--- src/rtl/y_adder_pkg.sv ---
// ============================================================================
// Module   : y_adder_pkg
// Brief    : Shared constants for the y_adder ripple-carry adder.
// Revision : 1.0 - initial release
// ============================================================================
`default_nettype none

package y_adder_pkg;

    localparam int unsigned c_Y_ADDER_WIDTH = 32;

endpackage : y_adder_pkg

`default_nettype wire

--- src/rtl/y_adder1.sv ---
// ============================================================================
// Module   : y_adder1
// Brief    : One-bit full adder cell used to build the ripple-carry chain.
// Revision : 1.0 - initial release
// ============================================================================
`default_nettype none

module y_adder1 (
    output logic z,
    output logic cout,
    input  logic a,
    input  logic b,
    input  logic cin
);

    logic w_p;

    assign w_p  = a ^ b;
    assign z    = w_p ^ cin;
    assign cout = (a & b) | (cin & w_p);

endmodule : y_adder1

`default_nettype wire

--- src/rtl/y_adder.sv ---
// ============================================================================
// Module   : y_adder
// Brief    : Ripple-carry adder with combinational sum/carry and registered
//            sum, carry and two's-complement overflow.
// Revision : 1.0 - initial release
// ============================================================================
`default_nettype none

module y_adder
    import y_adder_pkg::*;
#(
    parameter int unsigned WIDTH = c_Y_ADDER_WIDTH
) (
    output logic [WIDTH-1:0] z,
    output logic             cout,
    input  logic [WIDTH-1:0] a,
    input  logic [WIDTH-1:0] b,
    input  logic             cin,
    input  logic             clk,
    input  logic             reset,
    output logic [WIDTH-1:0] z_q,
    output logic             cout_q,
    output logic             ovf_q
);

    logic w_msb_cin;
    logic w_ovf;

    // Each cell keeps its own carry nets so the chain is not one self-referencing vector.
    for (genvar i = 0; i < WIDTH; i++) begin : g_bit
        logic w_ci;
        logic w_co;

        if (i == 0) begin : g_first
            assign w_ci = cin;
        end else begin : g_chain
            assign w_ci = g_bit[i-1].w_co;
        end

        y_adder1 u_cell (
            .z    (z[i]),
            .cout (w_co),
            .a    (a[i]),
            .b    (b[i]),
            .cin  (w_ci)
        );
    end

    assign cout      = g_bit[WIDTH-1].w_co;
    assign w_msb_cin = g_bit[WIDTH-1].w_ci;
    assign w_ovf     = w_msb_cin ^ cout;

    always_ff @(posedge clk) begin
        if (reset) begin
            z_q    <= '0;
            cout_q <= 1'b0;
            ovf_q  <= 1'b0;
        end else begin
            z_q    <= z;
            cout_q <= cout;
            ovf_q  <= w_ovf;
        end
    end

endmodule : y_adder

`default_nettype wire

--- config.mk ---
export PLATFORM = sky130hd
export DESIGN_NAME = y_adder
export DESIGN_NICKNAME = d
export VERILOG_FILES = /design/src/rtl/y_adder_pkg.sv /design/src/rtl/y_adder1.sv /design/src/rtl/y_adder.sv
export SDC_FILE = /design/constraint.sdc
export NUM_CORES = 1
export LEC_CHECK = 0
export BUFFER_PORTS_ARGS = -buffer_cell sky130_fd_sc_hd__buf_4
export CELL_PAD_IN_SITES_DETAIL_PLACEMENT = 2
export CELL_PAD_IN_SITES_GLOBAL_PLACEMENT = 2
export CORE_AREA = 5 5 93 95
export CTS_CLUSTER_DIAMETER = 100
export DETAILED_ROUTE_END_ITERATION = 16
export DIE_AREA = 0 0 98 100
export GPL_TIMING_DRIVEN = 0
export PLACE_DENSITY_LB_ADDON = 0.1
export RECOVER_POWER = 25
export SYNTH_ARGS = -nofsm -noshare
export SYNTH_HDL_FRONTEND = slang
export SYNTH_HIERARCHICAL = 1
export SYNTH_SLANG_ARGS = --single-unit
export TNS_END_PERCENT = 1
--- constraint.sdc ---
create_clock -name clk -period 25.7 [get_ports clk]
set_clock_uncertainty 0.2 [all_clocks]
set_input_delay 3.855 -clock clk [delete_from_list [all_inputs] [get_ports clk]]
set_output_delay 3.855 -clock clk [all_outputs]
set_load 0.02 [all_outputs]
==> impl_metrics.tcl <==
set metrics [dict create \
    leakagePower_nw 1.23 \
    critPathKind "in -> out" \
    vias 1304 \
    clkTransAtPathRegs_ns 0.07 \
    crit_path_end_kind "output pin" \
    cts_buffers 5 \
    ys_ff_latch 34 \
    drive_gt1_share_pct 50.2 \
    synth_cells 104 \
    post_cts_buffers 0 \
    hpwl_mm 4.43 \
    port_buffers 133 \
    setup_violations 0 \
    dp_cells 339 \
    vias_per_cell 3.76 \
    max_stage_delay_ns 0.52 \
    row_count 32 \
    fillers 842 \
    slew_headroom_pct 79.1 \
    die_area_mm2 0.00980 \
    first_pass_iters 4 \
    hold_path.class "in -> reg" \
    fmax_mhz 47.4 \
    yosysSeqAreaShare_pct 43.0 \
    grt_pass1_vias 1537 \
    final_cells 347 \
    synthesis.nets 203 \
    grt_overflow_total 0 \
    cp.buffers_inverters 2 \
    hold_buffers 0 \
    stdcell_area_mm2 0.00271 \
    synth_area_mm2 0.00158 \
    cp_common_cell "fa_1" \
    finalWeightedCongestion 0.687 \
    cts_root_buffer "clkbuf_8" \
    cts_tree "done" \
    area_growth_pct 71.2 \
    final_cell_mix "buf_4 (108), dfxtp_1 (34), fa_1 (32)" \
    power_density_mw_per_mm2 66.0 \
    grt.total_usage_pct 10.4 \
    avgSynthCellArea_um2 15.2 \
    fin_crit_sh_pct 82.1 \
    tightest_slew_ns 0.315 \
    die_h_um 100 \
    hold_violations 0 \
    crit_slowest_cell "fa_1" \
    die_w_um 98 \
    grt_max_degree 11 \
    wl_mm 4.90 \
    antenna_found_initial 0 \
    drv_cap 0 \
    num_io_pins 134 \
    diodes 0 \
    timing_max_transition_violations_final 0 \
    rsz0062_at_grt "no" \
    first_iter_violations 9 \
    clk_path_buf_depth 2 \
    crit_family "adder cells" \
    drcViolationCount 0 \
    mostFrequentLayoutCell "buf_4" \
    required_ns 21.64 \
    finalNetCount 343 \
    grt_pass1_wl_mm 7.86 \
    cts_max_level 2 \
    finalCriticalPeriod_ns 21.09 \
    setup_tns_ns 0 \
    vdd_drop_max_mv 0.0228 \
    crit_arrival_ns 17.04 \
    ant_nets 0 \
    yosys.cell_types.count 7 \
    ctsResizeCount 0 \
    place_area_mm2 0.00271 \
    detail_route.wl_per_cell_um 14.1 \
    core_area_mm2 0.00765 \
    cp_max_fo 2 \
    initial_core_util_pct 20.7 \
    worst_setup_path_start_kind "input port" \
    cts_sinks 34 \
    status "completed" \
    yosysWarnings 6 \
]
## per-stage QoR
step | worst slack [ns] | hold WS, ns | total power, W | utilization [%]
finish | 4.61 | 3.74 | 0.000179 | 35.5
global route | 4.15 | 3.74 | 0.000193 | 35.5
CTS | 4.49 | 3.73 | 0.000189 | 36.6
detailed placement | 4.51 | 4.04 | 0.000147 | 35.4
global placement | 4.56 | 4.04 | 0.000146 | 35.4
floorplan | 5.32 | 3.84 | 0.000108 | -
## Yosys cell counts
library cell / instances / area share (%)
nor2b_1: 29 / 11
and2b_2: 4 / 2.2
xnor2_1: 1 / 0.55
dfxtp_1: 34 / 43
fa_1: 32 / 40
nor2_1: 1 / 0.24
buf_6: 3 / 2.1
## state kept, by name, indices dropped and copies added (netlist names)
register	flops
ovf_q	1
z_q	32
cout_q	1
## cells by family after synthesis
logic type	synth area share (%)
AND/OR/NAND/NOR	13.9
buffers and inverters	2.13
flip-flops	43.0
adder cells (fa/ha/maj)	40.4
XOR/XNOR	0.553
## worst paths after layout
kind / start / endpoint / cells after the start
hold / removal: reset / cout_q$_SDFF_PP0_ / 2
setup / recovery: a[0] / z[31] / 34
## final cells by class
class / count / area (um2) / share of cell area (%)
plain buffers: 3 / 33.8 / 1.25
clock buffers: 7 / 86.3 / 3.18
clock inverters: 1 / 5.00 / 0.185
multi-input cells: 67 / 870 / 32.1
flip-flops and latches: 34 / 681 / 25.1
well taps: 102 / 128 / 4.71
repair buffers: 133 / 908 / 33.5
## layer usage
| metal | GRT usage (%) | wire, um | share of wire, % | vias to the layer above |
|---|---|---|---|---|
| met5 | 0 | 0 | 0 | - |
| met4 | 4.15 | 85 | 1.7 | 0 |
| met3 | 5.35 | 537 | 11 | 6 |
| met2 | 17.9 | 2610 | 53 | 72 |
| met1 | 10.8 | 1670 | 34 | 631 |
| li1 | - | - | - | 595 |
## power by group
part           switching, W  internal (W)
clock network     0.0000183     0.0000216
registers        0.00000158     0.0000596
logic             0.0000425     0.0000353
(Power assumes the default switching activity.)
